--- src/rtl/miner_pkg.sv ---
// miner_pkg: shared types and constants for the nonce dispatch path.
package miner_pkg;
  typedef enum logic [2:0] {
    S_IDLE, S_CLEAR, S_LOAD, S_STREAM, S_ADVANCE, S_DONE
  } dispatch_state_t;
  typedef struct packed {
    logic [31:0] merkle_tail;
    logic [31:0] timestamp;
    logic [31:0] nbits;
  } hdr_fields_t;
  localparam logic [31:0] PAD_WORD = 32'h80000000;
  localparam logic [31:0] LEN_WORD = 32'h00000280;
  localparam int NUM_MSG_WORDS = 16;
  localparam logic [3:0] LAST_IDX = 4'(NUM_MSG_WORDS - 1);
endpackage

--- src/rtl/miner_block2_mux.sv ---
// miner_block2_mux: selects one word of the second SHA-256 message block of the header.
module miner_block2_mux
  import miner_pkg::*;
(
  input  hdr_fields_t hdr,
  input  logic [31:0] nonce,
  input  logic [3:0]  idx,
  output logic [31:0] word
);
  always_comb
    word = idx == 4'd0     ? hdr.merkle_tail :
           idx == 4'd1     ? hdr.timestamp   :
           idx == 4'd2     ? hdr.nbits       :
           idx == 4'd3     ? nonce           :
           idx == 4'd4     ? PAD_WORD        :
           idx == LAST_IDX ? LEN_WORD        : 32'd0;
endmodule

--- src/rtl/miner_nonce_dispatch.sv ---
// miner_nonce_dispatch: sequences the nonce counter and streams one header block per nonce
// to the hash core, reporting busy/exhausted status.
module miner_nonce_dispatch
  import miner_pkg::*;
#(
  parameter int NONCE_BITS = 32
) (
  input  logic                  clk,
  input  logic                  n_rst,
  input  logic                  start,
  input  logic                  stop,
  input  logic [31:0]           merkle_tail,
  input  logic [31:0]           timestamp,
  input  logic [31:0]           nbits,
  input  logic [NONCE_BITS-1:0] nonce_in,
  input  logic                  nonce_rollover,
  output logic                  count_clear,
  output logic                  count_enable,
  output logic [31:0]           word_out,
  output logic                  word_valid,
  input  logic                  word_ready,
  output logic [3:0]            word_index,
  output logic                  word_last,
  output logic [31:0]           cur_nonce,
  output logic                  busy,
  output logic                  exhausted
);
  dispatch_state_t state_q, state_d;
  hdr_fields_t hdr_q, hdr_d;
  logic [31:0] cur_nonce_q, cur_nonce_d;
  logic [3:0] idx_q, idx_d;
  logic last_q, last_d;
  logic stop_seen_q, stop_seen_d;
  logic [31:0] mux_word;
  logic accept;

  miner_block2_mux u_mux (
    .hdr   (hdr_q),
    .nonce (cur_nonce_q),
    .idx   (idx_q),
    .word  (mux_word)
  );

  assign accept = word_valid && word_ready;

  always_comb begin
    state_d     = state_q;
    hdr_d       = hdr_q;
    cur_nonce_d = cur_nonce_q;
    idx_d       = idx_q;
    last_d      = last_q;
    stop_seen_d = stop_seen_q;
    case (state_q)
      S_IDLE, S_DONE: begin
        if (start) begin
          state_d     = S_CLEAR;
          hdr_d       = {merkle_tail, timestamp, nbits};
          stop_seen_d = 1'b0;
        end else if (stop && state_q == S_DONE) begin
          state_d = S_IDLE;
        end
      end
      S_CLEAR:   state_d = stop ? S_IDLE : S_LOAD;
      S_LOAD: begin
        state_d     = stop ? S_IDLE : S_STREAM;
        cur_nonce_d = 32'(nonce_in);
        last_d      = nonce_rollover;
        idx_d       = 4'd0;
      end
      S_STREAM: begin
        stop_seen_d = stop_seen_q || stop;
        if (accept) begin
          idx_d = idx_q + 4'd1;
          // A stop only takes effect once the hash core has the whole block.
          if (idx_q == LAST_IDX)
            state_d = (stop_seen_q || stop) ? S_IDLE : last_q ? S_DONE : S_ADVANCE;
        end
      end
      S_ADVANCE: state_d = stop ? S_IDLE : S_LOAD;
      default:   state_d = S_IDLE;
    endcase
  end

  always_ff @(posedge clk or negedge n_rst) begin
    if (!n_rst) begin
      state_q     <= S_IDLE;
      hdr_q       <= '0;
      cur_nonce_q <= '0;
      idx_q       <= '0;
      last_q      <= 1'b0;
      stop_seen_q <= 1'b0;
    end else begin
      state_q     <= state_d;
      hdr_q       <= hdr_d;
      cur_nonce_q <= cur_nonce_d;
      idx_q       <= idx_d;
      last_q      <= last_d;
      stop_seen_q <= stop_seen_d;
    end
  end

  assign count_clear  = state_q == S_CLEAR;
  assign count_enable = state_q == S_ADVANCE && !stop;
  assign word_valid   = state_q == S_STREAM;
  assign word_out     = word_valid ? mux_word : 32'd0;
  assign word_index   = idx_q;
  assign word_last    = word_valid && idx_q == LAST_IDX;
  assign cur_nonce    = cur_nonce_q;
  assign busy         = state_q != S_IDLE && state_q != S_DONE;
  assign exhausted    = state_q == S_DONE;
endmodule

--- config.mk ---
export PLATFORM = sky130hd
export DESIGN_NAME = miner_nonce_dispatch
export DESIGN_NICKNAME = d
export VERILOG_FILES = /design/src/rtl/miner_pkg.sv /design/src/rtl/miner_block2_mux.sv /design/src/rtl/miner_nonce_dispatch.sv
export SDC_FILE = /design/constraint.sdc
export NUM_CORES = 1
export LEC_CHECK = 0
export ABC_AREA = 1
export ABC_CLOCK_PERIOD_IN_PS = 3800
export CAP_MARGIN = 20
export CORE_UTILIZATION = 50
export DETAILED_ROUTE_END_ITERATION = 7
export GPL_TIMING_DRIVEN = 0
export PLACE_DENSITY = 0.83
export SYNTH_ARGS = -nofsm -noshare
export SYNTH_HDL_FRONTEND = slang
export SYNTH_SLANG_ARGS = --single-unit
--- constraint.sdc ---
create_clock -name clk -period 3.8 [get_ports clk]
set_input_delay 0.76 -clock clk [delete_from_list [all_inputs] [get_ports clk]]
set_output_delay 0.76 -clock clk [all_outputs]
set_load 0.02 [all_outputs]
==> flow_metrics.py <==
metrics = {
    "yosys": {
        "yosys_warnings": 0,
        "synth_top_area_share_pct": 49.97,
        "synth_ff_type": "dfrtp_1",
        "synth_commonest_cells": "nand2_1 (404), nand3_1 (140), dfrtp_1 (137), inv_1 (46), o21ai_0 (39)",
        "ys_ff_latch": 137,
        "synth_edf_count": 0,
        "synth_nets": 1061,
        "yosysMostFrequentCell": "nand2_1",
        "synth_cell_types": 23,
        "synth_area_um2": 6860,
        "synth-seq-area-share_pct": 49.97,
        "yosys.area.top_type": "dfrtp_1",
        "synthTopCellsByArea": "dfrtp_1 (50%), nand2_1 (22%), nand3_1 (10%)",
        "syn_inst": 923,
        "async_flop_share_pct": 100.0,
        "syn_avg_cell_area_um2": 7.433,
    },
    "power_and_ir_drop": {
        "power.total_mw": 7.598,
        "leakagePower_nw": 5.005,
        "sw_frac_of_total_pct": 40.38,
        "p_switching_mw": 3.068,
        "power.density_nw_per_um2": 773.1,
        "clockPowerShare_pct": 23.7,
        "pwr-share-seq_pct": 34.3,
        "peakVddDrop_uv": 428.7,
        "comb_power_share_pct": 41.9,
        "intPower_mw": 4.529,
    },
    "place": {
        "dp_hpwl_um": 15780,
        "place.gp.congestion": 0.8922,
        "placed_cell_area_um2": 9171,
        "io_buffers": 206,
        "post-place-cells": 1306,
        "place_ws_ns": 0.3857,
    },
    "cts": {
        "clock_path_buffers": 2,
        "cts.sinks": 137,
        "htreeDepth": 4,
        "clkLatencyLatePin_ns": 0.42,
        "cts_buffers": 17,
        "clk_pin_slew_ns": 0.06,
        "clockRootBuffer": "clkbuf_16",
        "cts_tree": "built",
    },
    "floorplan": {
        "initial_core_util_pct": 51.60,
        "row_count": 42,
        "io-pin-count": 208,
        "die-area_um2": 14190,
        "die_w_um": 119.1,
        "chipHeight_um": 119.1,
        "core_area_um2": 13300,
    },
    "sta": {
        "postLayoutSetupSlackWorst_ns": 0.1545,
        "whs_ns": 0.3573,
        "hold_viol_final": 0,
        "max_slew_margin_pct": 52.98,
        "finClkSkew_ns": 0.005604,
        "tightest_slew_ns": 0.7053,
        "period_share_pct": 95.93,
        "slew_violations": 0,
        "max_freq_mhz": 274.3,
        "fin_crit_ns": 3.645,
        "rsz0062_at_grt": "no",
        "finalSetupViolCount": 0,
    },
    "routing": {
        "routed_wl_um": 21720,
        "vias": 7183,
        "drtIter0Drc": 725,
        "avgRoutedWirePerCell_um": 16.23,
        "drt-pass1-iter-count": 5,
        "final_antenna_net_count": 0,
        "viasPerCell": 5.368,
        "drc_errors": 0,
    },
    "final_layout": {
        "layout.nets": 1287,
        "fin_area_um2": 9827,
        "diodes": 0,
        "layout-drive-gt1-share_pct": 6.627,
        "layoutNonFillerInstCount": 1338,
        "area_delta_synth_final_pct": 43.24,
    },
    "status": {
        "status": "finished, final reports clean",
    },
    "global_routing": {
        "grt_usage_pct": 31.85,
        "grt_first_pass_wirelength_um": 34570,
        "grt_overflow": 0,
        "grt_pass1_vias": 6816,
        "antenna_found_initial": 0,
        "grt_max_degree": 76,
    },
    "worst_hold_path": {
        "min_path_type": "input pin to async pin",
    },
    "worst_setup_path": {
        "worst-r2r-cell-count": 8,
        "endpoint_kind": "output port",
        "cp_top_family": "buffers and inverters",
        "crit_required_ns": 3.04,
        "slowest_stage": "clkdlybuf4s50_1",
        "max_stage_delay_ns": 0.65,
        "critPathMostFrequentCell": "nand3_1",
        "critical_path_peak_fanout": 10,
        "crit_type": "flop to output port",
        "crit_buf_inv": 3,
        "startpoint_type": "flop",
        "crit_path_cell_trace": "ha_1, buf_2, buf_1, nand3_1, nand3_1, nand3_1, a21oi_1, clkdlybuf4s50_1",
        "arrival_ns": 2.89,
        "cp.depth": 8,
    },
    "job": {
        "cap_violations": 0,
    },
}
[stage by stage]
| stage | setup TNS, ns | util [%] |
|---|---|---|
| floorplan | 0 | - |
| global placement | -465.96 | 68.77 |
| detailed placement | 0 | 68.98 |
| CTS | 0 | 73.84 |
| global route | 0 | 73.91 |
| finish | 0 | 73.91 |
[what timing repair did]
action,4_1_cts,5_1_grt
gates resized for setup,1,8
gates cloned,0,0
setup buffers,0,0
endpoints found under the setup margin,8,22
hold buffers,0,0
[cells by family (layout without fill, tap and decap cells)]
logic type / after synthesis / in the layout / synth area share, %
AO/OA/AOI/OAI: 76 / 76 / 5.672
AND/OR/NAND/NOR: 591 / 591 / 36.59
buffers and inverters: 115 / 354 / 7.040
adder cells (fa/ha/maj): 4 / 4 / 0.7296
flip-flops: 137 / 137 / 49.97
[layout make-up]
class,instances,area [um^2]
fill,1034,3468
sequential,137,3428
multi-input combinational,671,2949
timing repair buffer,207,2096
clock buffer,20,446.7
buffer,65,301.5
tap,176,220.2
clock inverter,12,197.7
inverter,50,187.7
[metal layers]
metal  part of all wire [%]  up-vias  global-route usage, %
li1                       -     3433                      -
met1                     41     3389                  42.16
met2                     49      324                  52.73
met3                    7.2       37                  5.508
met4                    2.2        0                  11.00
met5                      0        -                      0
[layout by cell type, fill, tap and decap left out, drive strengths merged]
cell type,synthesis,routed
a21boi,1,1
a21oi,33,33
a31o,1,1
buf,36,38
bufinv,0,5
clkbuf,29,49
clkdlybuf4s50,0,203
clkinv,1,6
clkinvlp,0,2
dfrtp,137,137
dlymetal6s2s,0,2
ha,4,4
inv,49,49
nand2,409,409
nand3,140,140
nand4,32,32
nor2,7,7
o211ai,1,1
o21ai,40,40
or2,3,3
[power by group through the flow]
stage	sequential [mW]	combinational, mW	clock, mW
2_1_floorplan	2.69	1.76	0
3_3_place_gp	2.59	3.07	0
3_5_place_dp	2.59	3.15	0
4_1_cts	2.59	3.18	1.81
5_1_grt	2.67	3.54	1.88
6_report	2.61	3.19	1.80
[sequential cells by signal, indices dropped and copies added (netlist names)]
signal and count:
cur_nonce 32, hdr_q 96, last_q 1, state_q 3
stop_seen_q 1, word_index 4
[final timing paths]
check	from	endpoint	slack, ns
max	word_index[1]	word_out[31]	0.15
min	n_rst	hdr_q[37]	0.36
max reg2reg	state_q[2]	hdr_q[26]	1.93
min reg2reg	hdr_q[35]	hdr_q[35]	0.46
max in group asynchronous	n_rst	hdr_q[27]	2.69
min in group clk	hdr_q[35]	hdr_q[35]	0.46
[worst reg2reg max path: stages, from the launching register on]
cell and delay [ns]:
dfrtp_1 0.44, nor2_1 0.17, nand2_1 0.08, nand2_2 0.27
nand2_2 0.24, buf_4 0.25, buf_2 0.20, nand2_1 0.07
nand2_1 0.05
(Power assumes the default switching activity.)
